[src/rtl/aqp_esp_uart_pkg.sv]
// Shared definitions for the ESP32 UART link (RX and TX sides).
// State encoding and FIFO word layout.
package aqp_esp_uart_pkg;

    localparam logic [2:0] ST_IDLE  = 3'd0;
    localparam logic [2:0] ST_START = 3'd1;
    localparam logic [2:0] ST_DATA  = 3'd2;
    localparam logic [2:0] ST_STOP  = 3'd3;
    localparam logic [2:0] ST_BREAK = 3'd4;

    localparam int WRDATA_FERR_BIT = 8;

endpackage

[src/rtl/aqp_sync2.sv]
// Two-flop synchroniser for an asynchronous single-bit input.
// RST_VAL selects the value both flops take during reset.
module aqp_sync2 #(
    parameter logic RST_VAL = 1'b1
) (
    input  logic clk,
    input  logic reset,
    input  logic d_i,
    output logic q_o
);

    logic [1:0] sync_q;

    always_ff @(posedge clk or posedge reset) begin
        if (reset) begin
            sync_q <= {2{RST_VAL}};
        end else begin
            sync_q <= {sync_q[0], d_i};
        end
    end

    assign q_o = sync_q[1];

endmodule

[src/rtl/aqp_esp_uart_rx.sv]
// ESP32 8N1 UART receiver feeding the ESP RX FIFO, with RTS and overrun.
// Define AQP_ESP_UART_RX_MAJORITY_EN for 3-sample majority voting (BAUD_DIV >= 6).
module aqp_esp_uart_rx
    import aqp_esp_uart_pkg::*;
#(
    parameter int BAUD_DIV = 14
) (
    input  logic       clk,
    input  logic       reset,
    input  logic       rxd,
    input  logic       fifo_full,
    input  logic       fifo_almost_full,
    output logic [8:0] wrdata,
    output logic       wr_en,
    output logic       rts_n,
    output logic       overrun,
    input  logic       overrun_clr,
    output logic       busy
);

    localparam int CW = $clog2(BAUD_DIV);
    localparam logic [CW-1:0] CNT_LAST = CW'(BAUD_DIV - 1);

    logic rxs;
    logic samp;

    aqp_sync2 #(.RST_VAL(1'b1)) u_sync (
        .clk   (clk),
        .reset (reset),
        .d_i   (rxd),
        .q_o   (rxs)
    );

`ifdef AQP_ESP_UART_RX_MAJORITY_EN
    // Decisions happen one cycle late, on the +1 sample; hist_q holds -1 and 0.
    localparam logic [CW-1:0] CNT_START = CW'(BAUD_DIV / 2);

    logic [1:0] hist_q;

    always_ff @(posedge clk or posedge reset) begin
        if (reset) begin
            hist_q <= 2'b11;
        end else begin
            hist_q <= {hist_q[0], rxs};
        end
    end

    assign samp = (hist_q[1] & hist_q[0]) |
                  (hist_q[1] & rxs) |
                  (hist_q[0] & rxs);
`else
    localparam logic [CW-1:0] CNT_START = CW'(BAUD_DIV / 2 - 1);

    assign samp = rxs;
`endif

    logic [2:0]    state_q, state_d;
    logic [CW-1:0] cnt_q, cnt_d;
    logic [2:0]    idx_q, idx_d;
    logic [7:0]    shreg_q, shreg_d;
    logic [8:0]    wrdata_q, wrdata_d;
    logic          wr_en_q, wr_en_d;
    logic          overrun_q, overrun_d;
    logic          rts_n_q;

    always_comb begin
        state_d  = state_q;
        cnt_d    = cnt_q + CW'(1);
        idx_d    = idx_q;
        shreg_d  = shreg_q;
        wrdata_d = wrdata_q;
        wr_en_d  = 1'b0;
        case (state_q)
            ST_IDLE: begin
                cnt_d = '0;
                if (!rxs) begin
                    state_d = ST_START;
                end
            end
            ST_START: begin
                if (cnt_q == CNT_START) begin
                    cnt_d   = '0;
                    idx_d   = '0;
                    state_d = samp ? ST_IDLE : ST_DATA;
                end
            end
            ST_DATA: begin
                if (cnt_q == CNT_LAST) begin
                    cnt_d   = '0;
                    shreg_d = {samp, shreg_q[7:1]};
                    idx_d   = idx_q + 3'd1;
                    if (idx_q == 3'd7) begin
                        state_d = ST_STOP;
                    end
                end
            end
            ST_STOP: begin
                if (cnt_q == CNT_LAST) begin
                    cnt_d                     = '0;
                    wr_en_d                   = 1'b1;
                    wrdata_d[WRDATA_FERR_BIT] = ~samp;
                    wrdata_d[7:0]             = shreg_q;
                    state_d = samp ? ST_IDLE : ST_BREAK;
                end
            end
            ST_BREAK: begin
                // A held-low line produces one error word, then waits here.
                cnt_d = '0;
                if (rxs) begin
                    state_d = ST_IDLE;
                end
            end
            default: begin
                cnt_d   = '0;
                state_d = ST_IDLE;
            end
        endcase
    end

    // Set has priority over clear so a coincident overrun is not lost.
    assign overrun_d = (wr_en_q & fifo_full) | (overrun_q & ~overrun_clr);

    always_ff @(posedge clk or posedge reset) begin
        if (reset) begin
            state_q   <= ST_IDLE;
            cnt_q     <= '0;
            idx_q     <= '0;
            shreg_q   <= '0;
            wrdata_q  <= '0;
            wr_en_q   <= 1'b0;
            overrun_q <= 1'b0;
            rts_n_q   <= 1'b1;
        end else begin
            state_q   <= state_d;
            cnt_q     <= cnt_d;
            idx_q     <= idx_d;
            shreg_q   <= shreg_d;
            wrdata_q  <= wrdata_d;
            wr_en_q   <= wr_en_d;
            overrun_q <= overrun_d;
            rts_n_q   <= fifo_almost_full;
        end
    end

    assign wrdata  = wrdata_q;
    assign wr_en   = wr_en_q;
    assign rts_n   = rts_n_q;
    assign overrun = overrun_q;
    assign busy    = (state_q != ST_IDLE);

endmodule

[config.mk]
export PLATFORM = sky130hd
export DESIGN_NAME = aqp_esp_uart_rx
export DESIGN_NICKNAME = d
export VERILOG_FILES = /design/src/rtl/aqp_esp_uart_pkg.sv /design/src/rtl/aqp_sync2.sv /design/src/rtl/aqp_esp_uart_rx.sv
export SDC_FILE = /design/constraint.sdc
export NUM_CORES = 1
export LEC_CHECK = 0
export ABC_CLOCK_PERIOD_IN_PS = 1600
export CAP_MARGIN = 20
export CORE_MARGIN = 1
export CORE_UTILIZATION = 48
export CTS_CLUSTER_DIAMETER = 40
export DETAILED_ROUTE_END_ITERATION = 10
export GPL_ROUTABILITY_DRIVEN = 1
export MAX_ROUTING_LAYER = met4
export PLACE_DENSITY = 0.76
export SKIP_CTS_REPAIR_TIMING = 1
export SKIP_LAST_GASP = 1
export SLEW_MARGIN = 20
export SYNTH_ARGS = -nofsm -noshare
export SYNTH_HDL_FRONTEND = slang
export SYNTH_HIERARCHICAL = 1
export SYNTH_SLANG_ARGS = --single-unit
[constraint.sdc]
create_clock -name clk -period 1.6 [get_ports clk]
set_input_delay 0.32 -clock clk [delete_from_list [all_inputs] [get_ports clk]]
set_output_delay 0.32 -clock clk [all_outputs]
set_load 0.02 [all_outputs]
=== Yosys cells after proc, flatten, opt, wreduce, memory -nomap -nowiden ===
Cells that the tools add are included.

* Reductions and logical operators: 8
* Bitwise gates (word level): 5
* Equality and inequality tests: 13
* Mux-type cells: 17
* $add $sub $neg: 2

{| class="wikitable"
|+ Operators by type and width
! operator !! count
|-
| 3-bit 2-to-1 mux || 9
|-
| 3-bit one-hot mux with 5 select lines || 1
|-
| 2-bit != test, second input constant || 5
|-
| 4-bit 2-to-1 mux || 2
|-
| 4-bit one-hot mux with 2 select lines || 1
|-
| 3-bit by 2-bit == test with 1-bit output, second input constant || 2
|-
| 3-bit == test, second input constant || 2
|-
| 3-bit one-hot mux with 2 select lines || 1
|-
| 6-bit AND reduction || 1
|-
| 4-bit by 1-bit adder with 4-bit output, second input constant || 1
|-
| 4-bit by 3-bit == test with 1-bit output, second input constant || 1
|-
| 4-bit == test, second input constant || 1
|-
| 2-bit AND reduction || 2
|-
| 3-bit by 1-bit adder with 3-bit output, second input constant || 1
|-
| 3-bit by 1-bit == test with 1-bit output, second input constant || 1
|-
| 3-bit logical NOT || 1
|-
| 3-bit AND reduction || 1
|-
| 3-bit nonzero test || 1
|-
| 1-bit bitwise AND || 2
|-
| 1-bit 2-to-1 mux || 2
|-
| 2-bit 2-to-1 mux || 1
|-
| 2-bit by 1-bit != test with 1-bit output, second input constant || 1
|-
| 1-bit NOT || 2
|-
| 2-bit nonzero test || 1
|-
| 2 further kinds || 2
|}

* Output and inout port bits: 13
* Logic and storage cells: 54
* Register bits after elaboration: 32

=== Logic depth before layout (Yosys ltp) ===
Gate-level depths: netlist of the first run.

* Depth after elaboration: 4
* Depth in mapped cells: 5
* Depth with buffers taken out: 4

=== By module ===
Netlist of the first run, hierarchy kept.

{| class="wikitable"
|+ By module, submodules not included
! module !! area an instance (µm²) !! instances !! cells each
|-
| aqp_esp_uart_rx || 1407.6 || 1 || 111
|-
| aqp_sync2 || 56.3 || 1 || 3
|}

=== Least setup slack after synthesis of the first run ===
OpenSTA, ideal clock, no wires.

* Kind: register -> register
* From: register state_q[2]
* To: register shreg_q[0]
* Stages on the path, launching flop included: 5
* Clock period less this slack: 1.532 ns
* Setup slack: 0.068 ns
* Arrival time: 1.408 ns
* Cell sequence: dfrtp_1 buf_4 nand2b_1 nor3_4 mux2_2

* Cells in the longest elaborated chain, start to end: 2

{| class="wikitable"
|+ RTL lines
! what !! RTL line !! RTL
|-
| start: declaration || aqp_esp_uart_rx.sv:57 || <nowiki>logic [2:0] state_q, state_d;</nowiki>
|-
| start signal: assignment || aqp_esp_uart_rx.sv:134 || <nowiki>state_q <= state_d;</nowiki>
|-
| 3-bit by 2-bit == test with 1-bit output || aqp_esp_uart_rx.sv:73 || <nowiki>case (state_q)</nowiki>
|-
| 2-bit AND reduction (no line) || n/a ||
|-
| end signal: assignment || aqp_esp_uart_rx.sv:137 || <nowiki>shreg_q <= shreg_d;</nowiki>
|-
| end: declaration || aqp_esp_uart_rx.sv:60 || <nowiki>logic [7:0] shreg_q, shreg_d;</nowiki>
|}

No other way between the ends.
A chain may end at the register's enable or synchronous reset.

=== Final worst setup path of the first run ===
* From: register state_q[0]
* To: output busy

* Cells in the longest elaborated chain, start to end: 1

{| class="wikitable"
|+ RTL lines
! what !! RTL line !! RTL
|-
| 3-bit nonzero test || aqp_esp_uart_rx.sv:149 || <nowiki>assign busy = (state_q != ST_IDLE);</nowiki>
|-
| end: declaration || aqp_esp_uart_rx.sv:18 || <nowiki>output logic busy</nowiki>
|}

No other way between the ends.

==> results of run 1 <==
[area by class of cell]
type	instances	share of cell area [%]
multi-input cells	66	31.3
clock buffers	5	2.01
inverters	8	1.61
clock inverters	3	2.28
repair buffers	32	17.7
well taps	31	2.08
flip-flops and latches	32	43.1
[cell usage in the layout (no fill, tap or decap), types with 2 or more instances in the layout]
master | netlist | layout
a21oi_1 | 6 | 6
o21ai_0 | 3 | 3
nor3_1 | 3 | 3
mux2_2 | 9 | 9
nand2_1 | 3 | 3
ha_1 | 2 | 2
dlymetal6s2s_1 | 0 | 13
nand2b_1 | 2 | 2
a31oi_1 | 3 | 3
a22o_1 | 2 | 2
mux2_4 | 7 | 7
buf_4 | 3 | 13
dfstp_2 | 3 | 3
inv_1 | 8 | 8
o31ai_1 | 3 | 3
clkbuf_4 | 0 | 5
nand3_1 | 3 | 3
clkdlybuf4s50_1 | 0 | 5
dfrtp_1 | 29 | 29
[metal layers]
metal  vias up  share of wire [%]  global-route usage, %
li1        480                  -                      -
met1       526                 44                   23.6
met2        42                 49                   29.9
met3         8                5.8                   5.67
met4         0                1.8                   8.36
met5         -                  0                      -
[worst register-to-register path: stages (launching register included)]
cell and delay (ns):
dfrtp_1 0.35, buf_4 0.17, nand2b_1 0.13, nor3_4 0.25
buf_12 0.16, mux2_2 0.34
[flip-flops by register name (all words and copies together), names as in the netlist]
register,count
wrdata,9
shreg_q,8
cnt_q,4
idx_q,3
state_q,3
u_sync/sync_q,2
overrun,1
rts_n,1
wr_en,1
[cells by family (layout without fill, tap and decap cells)]
kind of cell,after synthesis,count (layout),synth area share (%)
flip-flops,32,32,55.0
AO/OA/AOI/OAI,24,24,10.9
AND/OR/NAND/NOR,24,24,12.6
multiplexers,16,16,14.1
buffers and inverters,16,48,5.64
adder cells (fa/ha/maj),2,2,1.71
[cells in the mapped netlist, types with 2 or more instances]
cell type  instances  share of area [%]
o21ai_0            3                1.0
nand2_1            3               0.77
mux2_4             7                7.2
a22o_1             2                1.2
buf_4              3                1.5
dfrtp_1           29                 50
ha_1               2                1.7
a31oi_1            3                1.3
inv_1              8                2.1
o31ai_1            3                1.5
nand3_1            3                1.0
a21oi_1            6                2.1
mux2_2             9                6.9
nor3_1             3                1.0
buf_2              3                1.0
dfstp_2            3                5.4
nand2b_1           2               0.85
[worst max-delay path by stage]
| stage | end | slack (ns) |
|---|---|---|
| floorplan | shreg_q[0] | 0.07 |
| global placement | busy | 0.04 |
| detailed placement | busy | 0.03 |
| CTS | busy | -0.35 |
| global route | busy | -0.07 |
| finish | busy | 0.003 |
[per-stage QoR]
stage	TNS, ns	hold WS (ns)	worst slack [ns]
2_1_floorplan	0	0.232	0.0676
3_3_place_gp	0	0.347	0.0395
3_5_place_dp	0	0.349	0.0328
4_1_cts	-0.925	0.306	-0.348
5_1_grt	-0.0696	0.332	-0.0696
6_report	0	0.319	0.00321
[report_power, final]
part           switching [uW]  internal, uW
clock network             284           326
registers                52.6           874
logic                     342           255
total                     678          1450
==> out/results.txt, run 1 <==
status = finished, violations left
failing checks = DRC
Yosys cell types = 39
DP HPWL = 1920 um
sequential share of the synthesized area = 55.0%
Setup violations, final = 0
Max Buffers Root-to-Sink = 2
area of the multi-input gates = 584 um2
RR Endpoint = shreg_q[6]
number of buffer cells added on primary ports = 18
nature of the critical path endpoint = output port
Layout Utilization = 66.0%
TritonCTS clock tree = done
total of flip-flops plus latches after synthesis = 32
min-delay worst type = primary input to async pin
placed inst area = 0.00175 mm2
Post-DRT Antenna Nets = 0
Setup crit start = state_q[0]
startpoint types = register
VDD IR max = 0.000540 V
ratio of cells with drive above 1 in the final layout = 31.5%
drt wl/cell = 15.3 um
H-Tree Depth = 2
Initial Utilization = 51.7%
post-layout power = 2130 uW
FMAX = 626 MHz
number of flops mapped to enable cells by yosys = 0
Critical Path RT = 1.28 ns
Max-Cap Viols = 0
Worst Reg-to-Reg Cells = 5
max_slew headroom = 74.4%
core area = 0.00283 mm2
Fillers = 210
Root Driver = clkbuf_4
cell area after synthesis = 0.00146 mm2
pwr dens = 1140 mW/mm2
leakage = 0.00110 uW
Reg area = 805 um2
R2R Path Start = state_q[1]
CP delay by family, top = flip-flops
synthesis-to-finish area growth = 27.6%
grt ovf = 0
Slew Limit Fails = 0
Num CTS Buffers = 5
Final nets = 153
first-pass GRT wire length = 4610 um
pin count of the biggest net entering global routing = 31
IO Count = 19
slowest CP cell = dfrtp_1
DR pass1 iterations = 8
gpl congestion = 0.882
Buf+Inv Stages, Crit Path = 1
CP max FO = 2
Vias = 1056
clock sink count = 32
Yosys Warn Count = 6
Syn Inst Count = 114
1st-iter DRT viols = 54
Total Wirelength = 2710 um
final hold violation count = 0
final instance area = 0.00187 mm2
CTS clk-pin slew, worst paths = 0.10 ns
R2R setup slack = 0.09 ns
overall die height = 57.2 um
RSZ-0062 raised after global routing = yes
Total GRT Usage = 19.3%
die area = 0.00327 mm2
CP Cell Sequence = or3_1 -> dlymetal6s2s_1
DP Cell Count = 169
max incr delay on CP = 0.39 ns
Worst path depth = 2
WP data arrival = 1.28 ns
die width = 57.2 um
clock skew = 0.00901 ns
asr flop ratio synth = 100%
vias in the first global route = 1000
vias per cell = 5.97
Clock Latency Late Sink = 0.34 ns
worst-margin pin slew = 0.382 ns
Final period util = 99.8%
Net Count, Synth = 122
post-route insts no fill = 177
Residual DRC = 2
Critical Setup Path Class = register to output port
initial antenna violation count = 0
Syn Area/Cell = 12.8 um2
minimum clock period = 1.60 ns
Cell Rows = 19
# diodes = 0
Most used DFF post-synth = dfrtp_1
(Power assumes the default switching activity.)
==> run 2, diff against run 1 <==
- PLACE_DENSITY: 0.76 -> 0.74
==> run 2 against run 1 <==
The flow finishes with violations (DRC, setup timing). Sequential share of layout area is 0.20 points higher. Critical path depth stayed put. Non-clock buffer count stayed put. Total power is 3.9% lower. Sequential power is 0.4% lower. Cell count stayed put. Die area stayed put. First-iteration DRC count is 19% lower. Flip-flop and latch count stayed put. Worst setup slack worse by 0.0047 ns. Clock power is 19% lower. Highest routed layer unchanged.
==> out/results.txt, run 2 (same netlist as run 1, synthesis figures left out) <==
1st-iter DRT viols = 44 (was 54)
Initial Utilization = 51.7% (unchanged)
Cell Rows = 19 (unchanged)
Total Wirelength = 2780 um (was 2710 um)
Clock Latency Late Sink = 0.34 ns (about the same)
leakage = 0.00109 uW (was 0.00110 uW)
Setup violations, final = 1 (was 0)
H-Tree Depth = 2 (unchanged)
max reg flops = 9 (unchanged)
R2R Path Start = cnt_q[1] (was state_q[1])
drt wl/cell = 15.7 um (was 15.3 um)
failing checks = DRC, setup timing (was DRC)
VDD IR max = 0.000578 V (was 0.000540 V)
DP HPWL = 1880 um (was 1920 um)
vias in the first global route = 1021 (was 1000)
commonest non-fill, non-tap cell in the layout = dfrtp_1 (unchanged)
DP Worst Slack = 0.0310 ns (was 0.0328 ns)
vias per cell = 5.74 (was 5.97)
RR Endpoint = wrdata[4] (was shreg_q[6])
# diodes = 0 (unchanged)
R2R setup slack = 0.10 ns (was 0.09 ns)
ratio of cells with drive above 1 in the final layout = 31.5% (unchanged)
nature of the critical path endpoint = output port (unchanged)
pwr dens = 1100 mW/mm2 (was 1140 mW/mm2)
Vias = 1016 (was 1056)
Worst Reg-to-Reg Cells = 3 (was 5)
pin count of the biggest net entering global routing = 31 (unchanged)
final hold violation count = 0 (unchanged)
Final nets = 153 (unchanged)
worst-margin pin slew = 0.372 ns (was 0.382 ns)
Slew Limit Fails = 0 (unchanged)
initial antenna violation count = 0 (unchanged)
synthesis-to-finish area growth = 27.0% (was 27.6%)
Max-Cap Viols = 0 (unchanged)
TritonCTS clock tree = done (unchanged)
Critical Setup Path Class = register to output port (unchanged)
Root Driver = clkbuf_4 (unchanged)
clock sink count = 32 (unchanged)
most frequent cells in the layout = 29 x dfrtp_1, 13 x dlymetal6s2s_1, 13 x buf_4 (unchanged)
Final period util = 100% (was 99.8%)
RSZ-0062 raised after global routing = yes (unchanged)
CP max FO = 2 (unchanged)
max_slew headroom = 75.2% (was 74.4%)
FMAX = 624 MHz (was 626 MHz)
Max Buffers Root-to-Sink = 2 (unchanged)
CTS clk-pin slew, worst paths = 0.10 ns (about the same)
Critical Path RT = 1.28 ns (about the same)
core area = 0.00283 mm2 (unchanged)
DR pass1 iterations = 7 (was 8)
Total GRT Usage = 19.9% (was 19.3%)
final instance area = 0.00186 mm2 (was 0.00187 mm2)
minimum clock period = 1.60 ns (about the same)
startpoint types = register (unchanged)
placed inst area = 0.00175 mm2 (unchanged)
overall die height = 57.2 um (unchanged)
first-pass GRT wire length = 4640 um (was 4610 um)
clock skew = 0.00763 ns (was 0.00901 ns)
die area = 0.00327 mm2 (unchanged)
min-delay worst type = primary input to async pin (unchanged)
die width = 57.2 um (unchanged)
final worst slack = -0.00149 ns (was 0.00321 ns)
grt ovf = 0 (unchanged)
gpl congestion = 0.824 (was 0.882)
number of buffer cells added on primary ports = 18 (unchanged)
status = finished, violations left (unchanged)
Residual DRC = 3 (was 2)
IO Count = 19 (unchanged)
Post-DRT Antenna Nets = 0 (unchanged)
Num CTS Buffers = 5 (unchanged)
WP data arrival = 1.28 ns (about the same)
run 2: area by class of cell:
class,count,area (um2)
clock inverters,1,7.51
repair buffers,32,330
flip-flops and latches,32,805
multi-input cells,66,593
fillers,209,970
well taps,31,38.8
inverters,8,30.0
clock buffers,7,55.1
run 2: worst max-delay path by stage:
stage,depth (start not counted),end,start,slack (ns)
finish,2,busy,state_q[0],-0.001
detailed placement,2,busy,state_q[0],0.03
CTS,2,busy,state_q[0],-0.35
global route,2,busy,state_q[0],-0.08
global placement,2,busy,state_q[0],0.04
floorplan,4,shreg_q[0],state_q[2],0.07
run 2: worst max-delay path: stages (launching register included):
cell	delay [ns]
dfrtp_1	0.39
or3_1	0.35
dlymetal6s2s_1	0.21
run 2: stage by stage:
step           total power [uW]  instances  hold WS, ns  setup TNS, ns  util, %
2_1_floorplan              1340        114        0.232              0        -
3_3_place_gp               1500        169        0.347              0     61.8
3_5_place_dp               1540        169        0.352              0     61.8
4_1_cts                    2040        177        0.304          -1.10     64.0
5_1_grt                    2180        177        0.309        -0.0758     65.7
6_report                   2050        177        0.315       -0.00149     65.7
run 2: where the power goes:
group / total, uW / leakage (uW) / switching (uW) / internal [uW]
Sequential: 922 / 0.000429 / 48.4 / 874
Clock: 495 / 0.0000315 / 280 / 215
Combinational: 632 / 0.000634 / 354 / 278
run 2: metal layers:
layer	vias up	part of all wire, %	track usage, %	wire length [um]
li1	479	-	-	-
met5	-	0	-	0
met2	36	51	31.9	1430
met3	5	6.0	7.48	167
met4	0	1.4	6.27	38
met1	496	41	23.3	1150
==> run 3, diff against run 2 <==
- HOLD_SLACK_MARGIN: not set -> 0.02
==> results of run 3 <==
Same layout as run 2: the final DEF is identical, and so are final timing and power.
==> RTL change 1, RTL diff (flow settings as in run 1) <==
`RST_VAL` is set to 1'b1 in 2 places; all go to 1'b0.
--- a/src/rtl/aqp_sync2.sv
+++ b/src/rtl/aqp_sync2.sv
@@ -1,7 +1,7 @@
 // Two-flop synchroniser for an asynchronous single-bit input.
 // RST_VAL selects the value both flops take during reset.
 module aqp_sync2 #(
-    parameter logic RST_VAL = 1'b1
+    parameter logic RST_VAL = 1'b0
 ) (
     input  logic clk,
     input  logic reset,
--- a/src/rtl/aqp_esp_uart_rx.sv
+++ b/src/rtl/aqp_esp_uart_rx.sv
@@ -24,7 +24,7 @@
     logic rxs;
     logic samp;
 
-    aqp_sync2 #(.RST_VAL(1'b1)) u_sync (
+    aqp_sync2 #(.RST_VAL(1'b0)) u_sync (
         .clk   (clk),
         .reset (reset),
         .d_i   (rxd),
Check against the original RTL: not equivalent (Yosys sat finds a counterexample within 4 cycles, from zero or initial values and one cycle with reset high).
==> RTL change 1 against run 1 <==
  * The run ends with design-rule violations, negative setup slack left
  * Maximum frequency fell by 0.91%
  * Sequential power is essentially flat
  * Power grew 0.71%
  * Synthesized area decreased by 0.17%
  * Setup slack lost 0.015 ns
  * Final area rose by 0.27%
  * Sequential cell count unchanged
  * Routed wire length up 5.7%
  * Critical path depth stayed put
  * Critical path type unchanged
  * Largest power group unchanged
  * Highest routed layer unchanged
==> RTL change 1: results <==
[place]
dpl_cell_area_um2 = 1738
hpwl_mm = 1.997
place_congestion = 0.8776
dp_slack_ns = 0.02678

[route]
wl_met1_mm = 1.159
first_pass_iters = 7
drc_errors = 3
vias = 1023
wl_per_cell_um = 16.11
route.met2.wl_mm = 1.427
first_iter_violations = 40
route.met3.wl_um = 177

[sta]
timing.hold.ws_ns = 0.1391
finClkSkew_ns = 0.009542
finalSetupViolCount = 1
setup_ws_ns = -0.01153
tightest_slew_ns = 0.4031
final.setup.tns_ns = -0.01153

[global_route]
grt_max_degree = 23
use_met3_pct = 7.256
grt.met2_usage_pct = 31.09
track_usage_pct = 20.22
grt_pass1_vias = 1001
met1_usage_pct = 23.16

[status]
failed_checks = "design-rule violations, negative setup slack"
status = "finished, violations left"

[synthesis]
synth_commonest_cells = "31 x dfrtp_1, 9 x mux2_2, 8 x inv_1"
ys_seq_area_share_pct = 54.88
synth.area.top_cells = "dfrtp_1 53%, mux2_4 7.2%, mux2_2 6.9%, a21oi_1 2.1%, inv_1 2.1%"

[cells_and_area]
final_layout_size_suffix_gt1_share_pct = 30.61
antennaDiodeCount = 0
layout.nets = 154
largest_reg_flops = 9

[critical_path]
worst-path-max-fanout = 2
ff2ff_path_depth = 5
crit_arrival_ns = 1.29
r2r_end = "idx_q[0]"

[power]
p_leak_nw = 1.114
vdd_ir_drop_max_mv = 0.5553

[clock_network]
clock_latency_ns = 0.35

[min_path]
hp-class = "in2async"
==> RTL change 1: cell count changes after synthesis, sizes merged <==
cell	before	now
dfrtp	29	31
dfstp	3	1
==> RTL change 1: metrics by stage <==
| step | power, mW | utilization [%] | std cells |
|---|---|---|---|
| finish | 2.147 | 66.21 | 178 |
| global route | 2.265 | 66.21 | 178 |
| CTS | 2.155 | 64.26 | 176 |
| detailed placement | 1.528 | 61.43 | 168 |
| global placement | 1.488 | 61.43 | 168 |
| floorplan | 1.338 | - | 114 |
==> RTL change 1: worst max path at each step <==
stage,start,endpoint
floorplan,state_q[2],shreg_q[0]
global placement,state_q[0],busy
detailed placement,state_q[0],busy
CTS,state_q[0],busy
global route,state_q[0],busy
finish,state_q[0],busy
==> RTL change 1: cell type report <==
cell class / instances / area [µm²]
clock inverter: 3 / 42.54
multi-input combinational: 66 / 584.3
fill: 198 / 955.9
inverter: 8 / 30.03
clock buffer: 5 / 37.54
sequential: 32 / 802.0
tap: 31 / 38.79
timing repair buffer: 33 / 337.8
==> RTL change 1: critical path, delay by kind of cell, from the launching register on <==
kind                   cells  cell delay [ns]
flip-flops                 1             0.39
buffers and inverters      1             0.21
AND/OR/NAND/NOR            1             0.35
==> RTL change 1: kinds of logic (layout without fill, tap and decap cells) <==
logic type	after synthesis	count (layout)	share of synthesized area, %
simple gates	24	24	12.67
buf+inv	16	49	5.650
flops	32	32	54.88
compound gates	24	24	10.96
mux	16	16	14.13
fa+ha+maj	2	2	1.712
==> RTL change 1: where the power goes <==
group	total, mW	switching, mW	internal [mW]
registers	0.924	0.0531	0.871
clock network	0.618	0.293	0.325
logic	0.604	0.346	0.258
total	2.15	0.692	1.45
==> RTL change 2, RTL diff (config.mk and constraints of run 1) <==
Without the edit above. Put one more register stage on the output `overrun`, cleared by the reset. The value now appears one clock later. The other outputs are not delayed to match.
--- a/src/rtl/aqp_esp_uart_rx.sv
+++ b/src/rtl/aqp_esp_uart_rx.sv
@@ -145,7 +145,13 @@
     assign wrdata  = wrdata_q;
     assign wr_en   = wr_en_q;
     assign rts_n   = rts_n_q;
-    assign overrun = overrun_q;
+    always_ff @(posedge clk or posedge reset) begin
+        if (reset) begin
+            overrun <= '0;
+        end else begin
+            overrun <= overrun_q;
+        end
+    end
     assign busy    = (state_q != ST_IDLE);
 
 endmodule
Check against the original RTL: no difference found for any inputs over 10 cycles, from zero or initial values and one cycle with reset high; that may be too few to reach the edited logic, so the function may still have changed.
==> RTL change 2 against run 1 <==
  * Maximum frequency shrank 0.89%
  * Routed wire length decreased by 0.37%
  * Clock power shrank 27%
  * Power decreased by 7.5%
  * Synthesized area is 2.0% higher
  * Final area shrank 0.13%
  * Worst hold slack got worse by 0.0039 ns
  * Largest cell class unchanged
  * Largest power group unchanged
  * Die area rose by 1.9%
  * Sequential cell count grew 1
  * Cell count did not move
  * The flow finishes with violations (design-rule violations, negative setup slack)
  * Sequential power up 3.8%
  * Setup slack worse by 0.014 ns
==> RTL change 2: results <==
[place]
dp_slack_ns = 0.02241
place_congestion = 0.8777
dpl_cell_area_um2 = 1782

[global_route]
grt_pass1_wl_mm = 4.471
grt_max_degree = 32
grt_pass1_vias = 1039
track_usage_pct = 18.77

[synthesis]
synth_nets = 123
ys_seq_area_share_pct = 55.57
synth_commonest_cells = "30 x dfrtp_1, 9 x mux2_2, 8 x inv_1"
syn_area_per_cell_um2 = 12.98

[cells_and_area]
final_layout_size_suffix_gt1_share_pct = 30.82

[status]
status = "finished, violations left"
failed_checks = "design-rule violations, negative setup slack"

[route]
vias_per_cell = 5.825
first_pass_iters = 7
drc_errors = 1
finalWirelength_mm = 2.703
first_iter_violations = 16

[sta]
tightest_slew_ns = 0.3622
final.setup.tns_ns = -0.01117
setup_ws_ns = -0.01117
finalSetupViolCount = 1

[power]
p_leak_nw = 1.102
vdd_ir_drop_max_mv = 0.5992
==> RTL change 2: cell types whose count changed after synthesis, sizes merged <==
| cell | change |
|---|---|
| a211oi | +1 |
| a221oi | -1 |
| and3 | -1 |
| and4 | +1 |
| dfrtp | +1 |
==> RTL change 2: cell families after synthesis <==
logic type,Yosys count,share of synthesized area (%)
DFF,33,55.57
AOI/OAI and AO/OA,24,10.65
and+or+nand+nor,24,12.74
buffers and inverters,16,5.532
muxes,16,13.83
adders and majority gates,2,1.676
==> RTL change 2: worst paths after layout <==
kind | startpoint | endpoint | slack, ns | depth (start not counted)
max | state_q[0] | busy | -0.01 | 2
min reg2reg | u_sync/sync_q[0] | u_sync/sync_q[1] | 0.36 | 0
max reg2reg | state_q[2] | shreg_q[6] | 0.09 | 5
min | reset | u_sync/sync_q[0] | 0.32 | 2
min in group clk | u_sync/sync_q[0] | u_sync/sync_q[1] | 0.36 | 0
max in group asynchronous | reset | rts_n | 1.03 | 3
==> RTL change 2: routing by layer <==
layer | track usage, % | vias up | routed length, µm | part of all wire (%)
met1 | 22.96 | 520 | 1188 | 44
met2 | 28.90 | 25 | 1335 | 49
li1 | - | 479 | - | -
met3 | 4.688 | 7 | 117 | 4.3
met4 | 9.864 | 0 | 61 | 2.3
met5 | - | - | 0 | 0
==> RTL change 2: where the power goes <==
part	leakage, nW	switching [mW]	internal (mW)	total, mW
sequential	0.443	0.0619	0.899	0.961
combinational	0.627	0.320	0.249	0.570
clock	0.0320	0.276	0.167	0.443
==> RTL change 2: layout make-up <==
class / instances / area (µm²)
clock buffer: 6 / 41.29
clock inverter: 2 / 10.01
fill: 220 / 987.2
inverter: 8 / 30.03
multi-input combinational: 66 / 580.6
sequential: 33 / 829.5
tap: 31 / 38.79
timing repair buffer: 31 / 335.3
